File: config.mk
export PLATFORM = sky130hd
export DESIGN_NAME = led_breathe_flat
export DESIGN_NICKNAME = d
export VERILOG_FILES = /design/src/rtl/led_breathe_if.sv /design/src/rtl/led_breathe.sv /design/src/flat_wrapper.sv
export SDC_FILE = /design/constraint.sdc
export NUM_CORES = 1
export LEC_CHECK = 0
export BUFFER_PORTS_ARGS = -buffer_cell sky130_fd_sc_hd__buf_2
export CAP_MARGIN = 20
export CORE_MARGIN = 4
export CORE_UTILIZATION = 52
export CTS_CLUSTER_DIAMETER = 30
export DETAILED_ROUTE_END_ITERATION = 7
export GPL_TIMING_DRIVEN = 1
export MAX_ROUTING_LAYER = met4
export PLACE_DENSITY_LB_ADDON = 0.3
export SKIP_CTS_REPAIR_TIMING = 1
export SLEW_MARGIN = 30
export SYNTH_ARGS = -nofsm -noshare
export SYNTH_HDL_FRONTEND = slang
export SYNTH_SLANG_ARGS = --single-unit
File: constraint.sdc
create_clock -name clk -period 1.9 [get_ports clk]
set_input_delay 0.285 -clock clk [delete_from_list [all_inputs] [get_ports clk]]
set_output_delay 0.285 -clock clk [all_outputs]
set_load 0.02 [all_outputs]
File: src/rtl/led_breathe_if.sv
// Control/status bundle between the breathing-LED driver and its user.
// Latency: none, wires only.
// Backpressure: none; en gates the driver, step_in is sampled every cycle.
interface led_breathe_if #(
   parameter int PWM_BITS = 8
);
   logic                en;
   logic                step_in;
   logic                led;
   logic [PWM_BITS-1:0] duty;
   logic [1:0]          state;

   modport master (output en, output step_in, input led, input duty, input state);
   modport slave  (input en, input step_in, output led, output duty, output state);
endinterface

File: src/rtl/led_breathe.sv
// LED breathing driver: ramps a PWM duty up/hold/down/hold, one move per rising step_in edge.
// Latency: duty/state update on the edge sampling the step; led follows duty one cycle later.
// Backpressure: en=0 freezes FSM/duty/PWM and forces led low; steps seen while disabled are dropped.
module led_breathe #(
   parameter int PWM_BITS   = 8,
   parameter int STEP       = 8,
   parameter int HOLD_STEPS = 4
) (
   input logic         clk,
   input logic         rst_n,
   led_breathe_if.slave bus
);

   localparam int HW = (HOLD_STEPS > 1) ? $clog2(HOLD_STEPS) : 1;
   localparam logic [PWM_BITS-1:0] DMAX      = '1;
   localparam logic [PWM_BITS:0]   DMAX_X    = {1'b0, DMAX};
   localparam logic [PWM_BITS:0]   STEP_X    = (PWM_BITS+1)'(STEP);
   localparam logic [HW-1:0]       HOLD_LAST = HW'(HOLD_STEPS - 1);

   typedef enum logic [1:0] {
      LOW_HOLD  = 2'd0,
      RAMP_UP   = 2'd1,
      HIGH_HOLD = 2'd2,
      RAMP_DOWN = 2'd3
   } state_t;

   state_t              state_q, state_nxt;
   logic [PWM_BITS-1:0] duty_q, duty_nxt;
   logic [PWM_BITS-1:0] pwm_cnt;
   logic [HW-1:0]       hold_cnt, hold_nxt;
   logic [PWM_BITS:0]   sum;
   logic                step_q, step, adv, hold_done, led_q;

   // step_q resets high so a step_in already high at release is not an edge
   assign step      = bus.step_in & ~step_q;
   assign adv       = step & bus.en;
   assign sum       = {1'b0, duty_q} + STEP_X;
   assign hold_done = (hold_cnt == HOLD_LAST);

   // edge-detect history, tracked regardless of en
   always_ff @(posedge clk or negedge rst_n) begin
      if (!rst_n) step_q <= 1'b1;
      else        step_q <= bus.step_in;
   end

   // free-running PWM counter and registered LED compare
   always_ff @(posedge clk or negedge rst_n) begin
      if (!rst_n) begin
         pwm_cnt <= '0;
         led_q   <= 1'b0;
      end else begin
         led_q <= bus.en & (pwm_cnt < duty_q);
         if (bus.en) pwm_cnt <= pwm_cnt + PWM_BITS'(1);
      end
   end

   // FSM state register
   always_ff @(posedge clk or negedge rst_n) begin
      if (!rst_n) state_q <= LOW_HOLD;
      else        state_q <= state_nxt;
   end

   // FSM next-state decision, moves only on an enabled step
   always_comb begin
      state_nxt = state_q;
      if (adv) begin
         case (state_q)
            LOW_HOLD:  if (hold_done)                state_nxt = RAMP_UP;
            RAMP_UP:   if (sum >= DMAX_X)            state_nxt = HIGH_HOLD;
            HIGH_HOLD: if (hold_done)                state_nxt = RAMP_DOWN;
            RAMP_DOWN: if ({1'b0, duty_q} <= STEP_X) state_nxt = LOW_HOLD;
         endcase
      end
   end

   // FSM outputs: saturating duty and hold counting
   always_comb begin
      duty_nxt = duty_q;
      hold_nxt = hold_cnt;
      if (adv) begin
         case (state_q)
            LOW_HOLD, HIGH_HOLD: hold_nxt = hold_done ? '0 : hold_cnt + HW'(1);
            RAMP_UP:   duty_nxt = (sum >= DMAX_X) ? DMAX : sum[PWM_BITS-1:0];
            RAMP_DOWN: duty_nxt = ({1'b0, duty_q} <= STEP_X) ? '0
                                  : duty_q - STEP_X[PWM_BITS-1:0];
         endcase
      end
   end

   // duty and hold counter registers
   always_ff @(posedge clk or negedge rst_n) begin
      if (!rst_n) begin
         duty_q   <= '0;
         hold_cnt <= '0;
      end else begin
         duty_q   <= duty_nxt;
         hold_cnt <= hold_nxt;
      end
   end

   assign bus.led   = led_q;
   assign bus.duty  = duty_q;
   assign bus.state = state_q;

endmodule

File: src/flat_wrapper.sv
// flat-port wrapper written by rule: the top's interface ports become plain ports
module led_breathe_flat 
#(
   parameter int PWM_BITS   = 8,
   parameter int STEP       = 8,
   parameter int HOLD_STEPS = 4
)
  (clk, rst_n, bus_en, bus_step_in, bus_led, bus_duty, bus_state);
  led_breathe_if #(.PWM_BITS(PWM_BITS)) bus_i ();
  input logic clk;
  input logic rst_n;
  input wire logic [$bits(bus_i.en)-1:0] bus_en;
  input wire logic [$bits(bus_i.step_in)-1:0] bus_step_in;
  output wire logic [$bits(bus_i.led)-1:0] bus_led;
  output wire logic [$bits(bus_i.duty)-1:0] bus_duty;
  output wire logic [$bits(bus_i.state)-1:0] bus_state;
  assign bus_i.en = bus_en;
  assign bus_i.step_in = bus_step_in;
  assign bus_led = bus_i.led;
  assign bus_duty = bus_i.duty;
  assign bus_state = bus_i.state;
  led_breathe #(.PWM_BITS(PWM_BITS), .STEP(STEP), .HOLD_STEPS(HOLD_STEPS)) u_core (.clk(clk), .rst_n(rst_n), .bus(bus_i));
endmodule
==> flow_summary.yaml <==
worst_setup_path:
  cp_max_fo: 5
  crit_path_end_kind: "register"
  crit_required_ps: 2140
  critical-path-max-stage-delay_ps: 480
  worst_path_max_delay_cell: "dfrtp_2"
  critPathArrivalTime_ps: 2260
  crit_chain: "ha_4 > xnor2_4 > a2111oi_4 > a221o_1 > o211ai_2 > buf_4 > mux2i_2"
  start_kind: "register"
  reg2reg_from: "u_core.bus.duty[4]"
  crit_buf_inv: 1
  r2r_cells: 7
  cpLargestDelayFamily: "compound AO/OA/AOI/OAI gates"
  path_class: "reg2reg"
  r2r_slack_ps: -120
  r2r-end: "u_core.bus.state[0]"
floorplan:
  io_pins: 15
  start_util: 0.5561
  rows: 18
  core-area_um2: 2522
  die_w_um: 59.94
  die_area_um2: 3592
  die_h_um: 59.94
synth:
  yosysTopAreaCell: "dfrtp_1"
  syn_nets: 164
  synthFlopType: "dfrtp_1"
  synth_top_area_frac: 0.3390
  synthDistinctLibCells: 44
  ys_warn_count: 0
  async_flop_share: 1.000
  synth-edff-count: 0
  syn_area_um2: 1403
  syn_inst: 144
  postSynthAreaPerCell_um2: 9.740
  synthTopCellsByArea: "dfrtp_1, ha_1, mux2_2, nor2_1, inv_1"
  ys_seq_elements: 20
  ys_seq_area_frac: 0.3577
cells_and_area:
  diodes: 0
  final_util: 0.6935
  final_cell_mix: "buf_4, dfrtp_1, ha_1, buf_2, nor2_1"
  final_common_cell: "buf_4"
  final_nets: 195
  instances_no_fill: 204
  design_area_um2: 1749
  area_delta_synth_final_pct: 24.71
  drive_gt1_frac: 0.3506
sta:
  tightest_slew_ps: 447.5
  setup_viol: 6
  maxSlewViolCount: 0
  rsz0062_at_grt: "yes"
  hold_viol: 0
  fmax_mhz: 495.2
  setup_slack_ps: -119.5
  max_slew_margin: 0.7017
  fin_crit_ps: 2019
  worst_clock_skew_ps: 5.583
  period_share: 1.063
power:
  leakage_nw: 0.8185
  finalPower_w: 0.003065
  power.density_nw_per_um2: 1752
  peakVddDrop_mv: 1.157
clock_network:
  cts_tree: "built"
  clock_sinks: 20
  numCtsBuffers: 3
  insertion_delay_ps: 320
  clk_path_buf_depth: 2
  cts_htree_levels: 1
  cts_root_buf: "clkbuf_4"
  clkSlewWorstSetupHoldPaths_ps: 130
placement:
  port_buffers: 14
  globalplace.congestion: 0.9433
  dp_hpwl_um: 2451
  dp_cells: 197
  pre_cts_slack_ps: -107.0
  dpl_cell_area_um2: 1649
drt:
  drcViolationCount: 0
  drt-total-wl_um: 3209
  vias_per_cell: 5.887
  wl_per_cell_um: 15.73
  first_pass_iters: 4
  vias: 1201
  drtIter0Drc: 50
  ant_nets: 0
hold_path:
  whs_path_depth: 1
  hp-start: "bus_step_in"
  hold_class: "in2reg"
  holdPathEnd: "u_core.step_q"
status:
  violations: "negative setup slack"
  status: "finished, violations left"
global_route:
  grt_pass1_vias: 1202
  gr-usage-met2: 0.3534
  grt.busiest_layer: "met2"
  grt_max_degree: 21
  antenna_found_initial: 0
  grt_use_met3: 0.03456
  grt_pass1_wl_um: 5506
  use_met1: 0.2597
  gr-total-overflow: 0
  track_usage: 0.2139
run:
  cap_violations: 0
kinds of logic (layout without fill, tap and decap cells):
family / count (synthesis) / in the layout / share of synthesized area
simple gates: 39 / 39 / 0.1383
compound gates: 36 / 36 / 0.1900
flops: 20 / 20 / 0.3577
buf+inv: 18 / 48 / 0.05888
fa+ha+maj: 16 / 16 / 0.1427
xor+xnor: 8 / 8 / 0.05531
mux: 7 / 7 / 0.05709
stage by stage:
stage | hold WS (ps) | setup TNS, ps
2_1_floorplan | -10.59 | -125.1
3_3_place_gp | 253.2 | -30.81
3_5_place_dp | 256.9 | -427.6
4_1_cts | -101.3 | -609.6
5_1_grt | 42.61 | -938.3
6_report | 57.89 | -479.4
synthesized netlist by cell type (2+ instances only):
| cell type | n |
|---|---|
| mux2i_1 | 2 |
| o21ai_0 | 6 |
| nand3_1 | 3 |
| a21o_1 | 2 |
| dfrtp_1 | 19 |
| a21boi_0 | 2 |
| xnor2_1 | 4 |
| buf_4 | 2 |
| a41oi_1 | 2 |
| nand3b_1 | 2 |
| a2111oi_0 | 2 |
| a31oi_1 | 3 |
| and3_2 | 2 |
| nand2b_1 | 3 |
| o221ai_1 | 2 |
| ha_1 | 16 |
| nor4_1 | 2 |
| nand2_1 | 8 |
| clkbuf_1 | 5 |
| a21oi_1 | 5 |
| inv_1 | 10 |
| nand4_1 | 3 |
| xor2_1 | 3 |
| mux2_2 | 4 |
| nor2b_1 | 2 |
| nor2_1 | 12 |
metal layers:
layer	wire (um)	vias up	part of all wire
met5	0	-	0
met4	32	0	0.010
met3	178	5	0.055
met2	1670	32	0.52
met1	1328	582	0.41
li1	-	582	-
worst max-delay path by stage:
stage	startpoint	endpoint	cells past startpoint
3_5_place_dp	u_core.bus.duty[3]	u_core.bus.state[0]	7
3_3_place_gp	u_core.bus.duty[3]	u_core.bus.state[1]	6
5_1_grt	u_core.bus.duty[4]	u_core.bus.state[0]	7
4_1_cts	u_core.bus.duty[3]	u_core.bus.state[0]	7
2_1_floorplan	u_core.bus.duty[3]	u_core.bus.state[1]	7
6_report	u_core.bus.duty[4]	u_core.bus.state[0]	7
layout make-up:
| type | count | area (um^2) |
|---|---|---|
| Clock buffer | 3 | 22.52 |
| Clock inverter | 1 | 30.03 |
| Fill cell | 203 | 773.2 |
| Inverter | 10 | 40.04 |
| Multi-Input combinational cell | 106 | 890.9 |
| Sequential cell | 20 | 505.5 |
| Tap cell | 30 | 37.54 |
| Timing Repair Buffer | 34 | 222.7 |
registers in the layout, summed over array words and instances, names as in the netlist:
signal            count
u_core.hold_cnt       2
u_core.bus.state      2
u_core.bus.led        1
u_core.pwm_cnt        8
u_core.bus.duty       6
u_core.step_q         1
power by group:
part / internal [W] / total (W) / switching (W) / leakage (nW)
clock network: 0.000213 / 0.000366 / 0.000153 / 0.0279
logic: 0.000885 / 0.00183 / 0.000946 / 0.552
registers: 0.000606 / 0.000868 / 0.000262 / 0.238
worst reg2reg max path, stage by stage (launching register included):
cell       delay, ps
dfrtp_2          480
ha_4             200
xnor2_4          240
a2111oi_4         60
a221o_1          400
o211ai_2         200
buf_4            150
mux2i_2          210
No activity file was read; power rests on OpenSTA's default activity.
